$ cat src/rtl/fetch_controller.sv
// Instruction fetch sequencer: owns the PC, fills IF/ID, applies stall/redirect/halt,
// and hands the instruction memory write port to a program loader while fetch is idle.
module fetch_controller #(
  parameter int unsigned MEM_DEPTH = 10240
) (
  input  logic        clk,
  input  logic        rst,
  input  logic        start,
  input  logic        halt_req,
  input  logic        load_req,
  input  logic        load_valid,
  input  logic [31:0] load_addr,
  input  logic [31:0] load_data,
  output logic        load_ready,
  input  logic        stall,
  input  logic        branch_taken,
  input  logic [31:0] branch_target,
  input  logic        jump,
  input  logic [31:0] jump_target,
  input  logic [31:0] INS_in,
  output logic [31:0] PC_out,
  output logic        mem_we,
  output logic [31:0] mem_waddr,
  output logic [31:0] mem_wdata,
  output logic [31:0] ifid_ins,
  output logic [31:0] ifid_pc1,
  output logic        ifid_valid,
  output logic        running,
  output logic        halted,
  output logic [31:0] fetch_count
);

  localparam logic [31:0] DEPTH = 32'(MEM_DEPTH);

  typedef enum logic [1:0] {IDLE, LOAD, RUN, HALT} state_t;

  state_t      state, state_next;
  logic [31:0] pc_next, ins_next, pc1_next, count_next;
  logic        valid_next;
  logic        pc_out_of_range;

  assign pc_out_of_range = (PC_out >= DEPTH);

  // State register
  always_ff @(posedge clk) begin
    if (rst) state <= IDLE;
    else     state <= state_next;
  end

  // Next-state logic; loader ownership wins over start in IDLE and HALT
  always_comb begin
    state_next = state;
    case (state)
      IDLE: begin
        if (load_req)   state_next = LOAD;
        else if (start) state_next = RUN;
      end
      LOAD: begin
        if (!load_req) state_next = IDLE;
      end
      RUN: begin
        if (halt_req)                          state_next = HALT;
        else if (jump || branch_taken || stall) state_next = RUN;
        else if (pc_out_of_range)              state_next = HALT;
      end
      HALT: begin
        if (load_req)   state_next = LOAD;
        else if (start) state_next = RUN;
      end
      default: state_next = IDLE;
    endcase
  end

  // Output and datapath next-value logic
  always_comb begin
    pc_next    = PC_out;
    ins_next   = ifid_ins;
    pc1_next   = ifid_pc1;
    valid_next = 1'b0;
    count_next = fetch_count;
    load_ready = 1'b0;
    mem_we     = 1'b0;
    mem_waddr  = load_addr;
    mem_wdata  = load_data;
    case (state)
      IDLE: begin
        pc_next = 32'd0;
        if (!load_req && start) count_next = 32'd0;
      end
      LOAD: begin
        load_ready = 1'b1;
        mem_we     = load_valid && (load_addr < DEPTH);
        pc_next    = 32'd0;
      end
      RUN: begin
        if (halt_req) begin
          valid_next = 1'b0;
        end else if (jump) begin
          pc_next  = jump_target;
          ins_next = 32'd0;
        end else if (branch_taken) begin
          pc_next  = branch_target;
          ins_next = 32'd0;
        end else if (stall) begin
          valid_next = ifid_valid;
        end else if (pc_out_of_range) begin
          ins_next = 32'd0;
        end else begin
          ins_next   = INS_in;
          pc1_next   = PC_out + 32'd1;
          valid_next = 1'b1;
          pc_next    = PC_out + 32'd1;
          count_next = fetch_count + 32'd1;
        end
      end
      HALT: begin
        if (load_req) begin
          pc_next = 32'd0;
        end else if (start) begin
          pc_next    = 32'd0;
          count_next = 32'd0;
        end
      end
      default: ;
    endcase
  end

  // Datapath and status registers
  always_ff @(posedge clk) begin
    if (rst) begin
      PC_out      <= 32'd0;
      ifid_ins    <= 32'd0;
      ifid_pc1    <= 32'd0;
      ifid_valid  <= 1'b0;
      fetch_count <= 32'd0;
      running     <= 1'b0;
      halted      <= 1'b0;
    end else begin
      PC_out      <= pc_next;
      ifid_ins    <= ins_next;
      ifid_pc1    <= pc1_next;
      ifid_valid  <= valid_next;
      fetch_count <= count_next;
      running     <= (state_next == RUN);
      halted      <= (state_next == HALT);
    end
  end

endmodule

$ cat config.mk
export PLATFORM = sky130hd
export DESIGN_NAME = fetch_controller
export DESIGN_NICKNAME = d
export VERILOG_FILES = /design/src/rtl/fetch_controller.sv
export SDC_FILE = /design/constraint.sdc
export NUM_CORES = 1
export LEC_CHECK = 0
export CORE_AREA = 2 2 142 144
export DETAILED_ROUTE_END_ITERATION = 6
export DIE_AREA = 0 0 144 146
export DONT_BUFFER_PORTS = 1
export SLEW_MARGIN = 30
export SYNTH_ARGS = -nofsm -noshare
export SYNTH_HDL_FRONTEND = slang
export SYNTH_SLANG_ARGS = --single-unit
$ cat constraint.sdc
create_clock -name clk -period 3.7 [get_ports clk]
set_input_delay 0.555 -clock clk [delete_from_list [all_inputs] [get_ports clk]]
set_output_delay 0.555 -clock clk [all_outputs]
set_load 0.01 [all_outputs]
After elaboration in Yosys (flattened, before gate mapping)
Index checks and enable logic that the tools add are counted.
{"block": "classes", "magnitude_cmp": 2, "mux": 30, "reduce_logical": 14, "n_mul": 0, "div": 0, "n_bitwise": 6, "n_eq_ne": 17, "add_sub_neg": 2, "n_shift": 0}
{"op": "2-to-1 mux 32 bit", "n": 18}
{"op": "case mux 32 bit (3 select lines)", "n": 2}
{"op": "adder 32 x 1 -> 32 bit (second input constant)", "n": 2}
{"op": "greater-or-equal comparator 32 x 14 -> 1 bit (second input constant)", "n": 1}
{"op": "less-than comparator 32 x 14 -> 1 bit (second input constant)", "n": 1}
{"op": "!= test 2 bit (second input constant)", "n": 8}
{"op": "2-to-1 mux 2 bit", "n": 6}
{"op": "AND reduction 9 bit", "n": 1}
{"op": "== test 2 bit (second input constant)", "n": 4}
{"op": "!= test 4 bit (second input constant)", "n": 2}
{"op": "NOT 1 bit", "n": 6}
{"op": "case mux 2 bit (3 select lines)", "n": 1}
{"op": "AND reduction 6 bit", "n": 1}
{"op": "OR reduction 5 bit", "n": 1}
{"op": "AND reduction 4 bit", "n": 1}
{"op": "OR reduction 2 bit", "n": 2}
{"op": "2-to-1 mux 1 bit", "n": 3}
{"op": "!= test 3 x 1 -> 1 bit (second input constant)", "n": 1}
{"op": "!= test 3 bit (second input constant)", "n": 1}
{"op": "AND reduction 3 bit", "n": 1}
{"op": "nonzero test 3 bit", "n": 1}
{"op": "== test 2 x 1 -> 1 bit (second input constant)", "n": 1}
{"op": "logical AND 1 bit", "n": 2}
{"op": "zero test 2 bit", "n": 1}
{"op": "other kinds (2)", "n": 3}
{"block": "word_totals", "inputBits": 169, "reg_bits": 133, "memories": 0, "latch_bits": 0, "ram_bits": 0, "rom_bits": 0, "output_inout_bits": 197}

Logic depth before layout (Yosys ltp)
{"block": "depth", "word_depth": 7, "depth_mapped": 9, "depth_no_buf": 7}

Worst setup path after synthesis
OpenSTA, ideal clock, no wires.
{"block": "synth_timing", "path_kind": "flip-flop to flip-flop", "startpoint": "register state[0]", "endpoint": "register fetch_count[27]", "n_path_buf": 1, "path_stages_with_launch": 9, "slack_ns": 1.383, "required_time_ns": 3.630, "setup_ns": 0.070, "arrival_ns": 2.246, "path_cell_list": "dfxtp_1 > inv_1 > ha_1 > or2_2 > a211oi_1 > clkbuf_1 > nand4_1 > or4_1 > a21oi_1"}
{"block": "synth_between", "elab_chain_len": 3, "elab_cells_between_ends": 14, "cone_classes": "eq/ne: 10; mux: 1; reduce/logical: 3"}
{"item": "from (decl)", "line_no": "37", "text": "state_t state, state_next;"}
{"item": "from (signal assigned)", "line_no": "47", "text": "else state <= state_next;"}
{"item": "== test 2 bit or zero test 2 bit (tied branches)", "line_no": "85", "text": "case (state)"}
{"item": "!= test 2 bit (no source line) or nonzero test 3 bit (tied branches)"}
{"item": "AND reduction 9 bit (no source line)"}
{"item": "to (signal assigned)", "line_no": "143", "text": "fetch_count <= count_next;"}
{"item": "to (decl)", "line_no": "30", "text": "output logic [31:0] fetch_count"}
Parallel ways exist; a longest one is shown, timed or not.
A chain may end at the register's enable or synchronous reset.

Final worst setup path
{"block": "layout_timing", "startpoint": "register state[0]", "endpoint": "register fetch_count[28]"}
The elaborated chain is that of the path after synthesis.

==> metrics.cfg <==
[die]
die_h_um=146
die_area_mm2=0.0210
fp.coreArea_mm2=0.0193
start_util_pct=35.4
rows=51
dieWidth_um=144
io_pins=366

[routing]
drc=0
first_pass_iters=4
wl_mm=21.2
wl_per_cell_um=20.8
highest_layer=met4
drt-initial-drc-count=391
via_per_inst=5.81
met3_length_mm=2.01
ant_nets=0
dr_wl_met2_mm=9.99
via_count=5917
wl_met1_mm=8.94

[worst_setup_path]
critPathBufInv=1
crit_type=reg -> reg
reg2reg_from=state[0]
cp_data_arrival_time_ns=3.07
reg2reg_slack_ns=0.96
critPathTopFamily=simple AND/OR/NAND/NOR gates
cp.required_ns=4.03
reg2regPathDepth=7
crit_slowest_cell=or4_1
crit_fanout=13
start_kind=register
crit_chain=inv_1, ha_1, and2_1, a211oi_2, nand4_1, or4_1, a21oi_1
crit_path_end_kind=register
rr_endpoint=fetch_count[28]
critical_path.max_stage_delay_ns=0.57

[clocking]
cts_buffers=17
path_clk_slew_ns=0.06
root_buffer=clkbuf_16
cts_resized=0
post_cts_buffers=0
cts.sink_count=133
htreeDepth=4
holdBufCountCts=0
cts_tree=yes
clock_path_buffers=2
insertion_delay_ns=0.41

[synth]
synth_ff_type=dfxtp_1
synthCells=815
synth.top_cells.by_count=dfxtp_1, nor2_1, buf_4
syn_avg_cell_area_um2=8.40
synth_area_mm2=0.00685
synthArstFlopShare_pct=0
synth.most_common_cell=dfxtp_1
yosysTopAreaCellShare_pct=38.9
yosysTopAreaCell=dfxtp_1
ys_seq_elements=133
synthTopCellsByArea=dfxtp_1, buf_4, a22oi_1
synth-edff-count=0
ys_types=69
yosys_warnings=0
syn_nets=991
synth-seq-area-share_pct=38.9

[sta]
hold_violations=0
tightest_slew_ns=0.974
setup_viol=0
rsz0062_at_grt=no
relSlewSlack_pct=35.0
fin_hold_ws_ns=0.219
min_period_over_period_pct=74.0
fin_crit_ns=2.74
drv_slew=0
fmax_mhz=365
finalSetupTns_ns=0
fin_worst_skew_ns=0.00900
worst_slack_ns=0.963

[hold_path]
whs_endpoint=PC_out[17]
worst_hold_path_type=in -> reg
hold_path_depth=1
min_from=rst

[placed_design]
dp_cells=987
place_congestion=0.853
dp_hpwl_mm=15.4
port-buffer-count=0
dp_slack_ns=1.02

[power_and_ir_drop]
power_leakage_nw=2.31
p_total_mw=3.97
max-vdd-ir-drop_mv=0.288
powerDensity_mw_per_mm2=546

[layout]
stdcell_count=1018
finish.net_count=917
area_growth_syn_to_layout_pct=6.12
drive_gt1_share_pct=8.23
antenna_cells=0
fill_cells=1986

[run]
maxCapViolCount=0

[global_routing]
grt_max_degree=67
grtUsageTotal_pct=19.3
antenna_found_initial=0
grt_overflow=0
grt_pass1_wl_mm=31.8
grt_pass1_vias=5458

[outcome]
status=complete, no violations

stage by stage:
| step | util, % | instance area (um^2) |
|---|---|---|
| after CTS | 37.6 | 7270 |
| after global placement | 34.3 | 6640 |
| after floorplan | - | 6850 |
| after global routing | 37.6 | 7270 |
| final | 37.6 | 7270 |
| after detailed placement | 34.3 | 6640 |
final cells by class:
cell class                 instances  area [um^2]  area share [%]
multi-input combinational        556         3460            47.7
clock inverter                    11          174            2.39
sequential                       133         2660            36.6
inverter                          18         67.6           0.930
tap                              265          332            4.56
clock buffer                      20          457            6.28
timing repair buffer              15          113            1.55
worst register-to-register path: cells and delay by family, from the launching register on:
family	cells	cell delay, ns
buffers and inverters	1	0.09
AO/OA/AOI/OAI	2	0.61
adder cells (fa/ha/maj)	1	0.34
AND/OR/NAND/NOR	3	1.24
flip-flops	1	0.39
state kept, by name, summed over array words and instances (netlist names):
name / flops
state: 2
fetch_count: 32
ifid_valid: 1
PC_out: 32
ifid_ins: 32
ifid_pc1: 32
halted: 1
running: 1
layer usage:
metal | vias up | global-route usage [%]
met5 | - | 0
met4 | 0 | 5.39
met3 | 15 | 7.47
met2 | 229 | 30.9
met1 | 2850 | 24.1
li1 | 2823 | -
logic make-up after synthesis:
family	after synthesis	synth area share, %
DFF	133	38.9
buffers and inverters	126	10.7
AOI/OAI and AO/OA	222	22.2
xor gates and xnor gates	9	1.15
adders and majority gates	7	1.28
and+or+nand+nor	310	24.6
muxes	8	1.17
how the worst max path moves through the flow:
stage | startpoint | to | slack [ns] | cells after the start
global route | state[0] | fetch_count[28] | 0.69 | 7
CTS | state[0] | fetch_count[28] | 1.0 | 7
detailed placement | state[0] | fetch_count[28] | 1.02 | 7
global placement | state[0] | fetch_count[28] | 1.06 | 7
finish | state[0] | fetch_count[28] | 0.96 | 7
floorplan | state[0] | fetch_count[27] | 1.38 | 8
placed cells by master (no fill, tap or decap), types with 21 or more instances in the layout:
cell and instances:
a21oi_1 50, a22oi_1 39, and2_1 26, dfxtp_1 133, nand2_1 50, nand3_1 30
nand4_1 25, nor2_1 78, o21ai_0 33, o31ai_1 21, or4_1 21
where the power goes:
group,internal (mW),switching [mW]
Clock,1.17,0.655
Sequential,1.48,0.0801
Combinational,0.191,0.403
(Power assumes the default switching activity.)
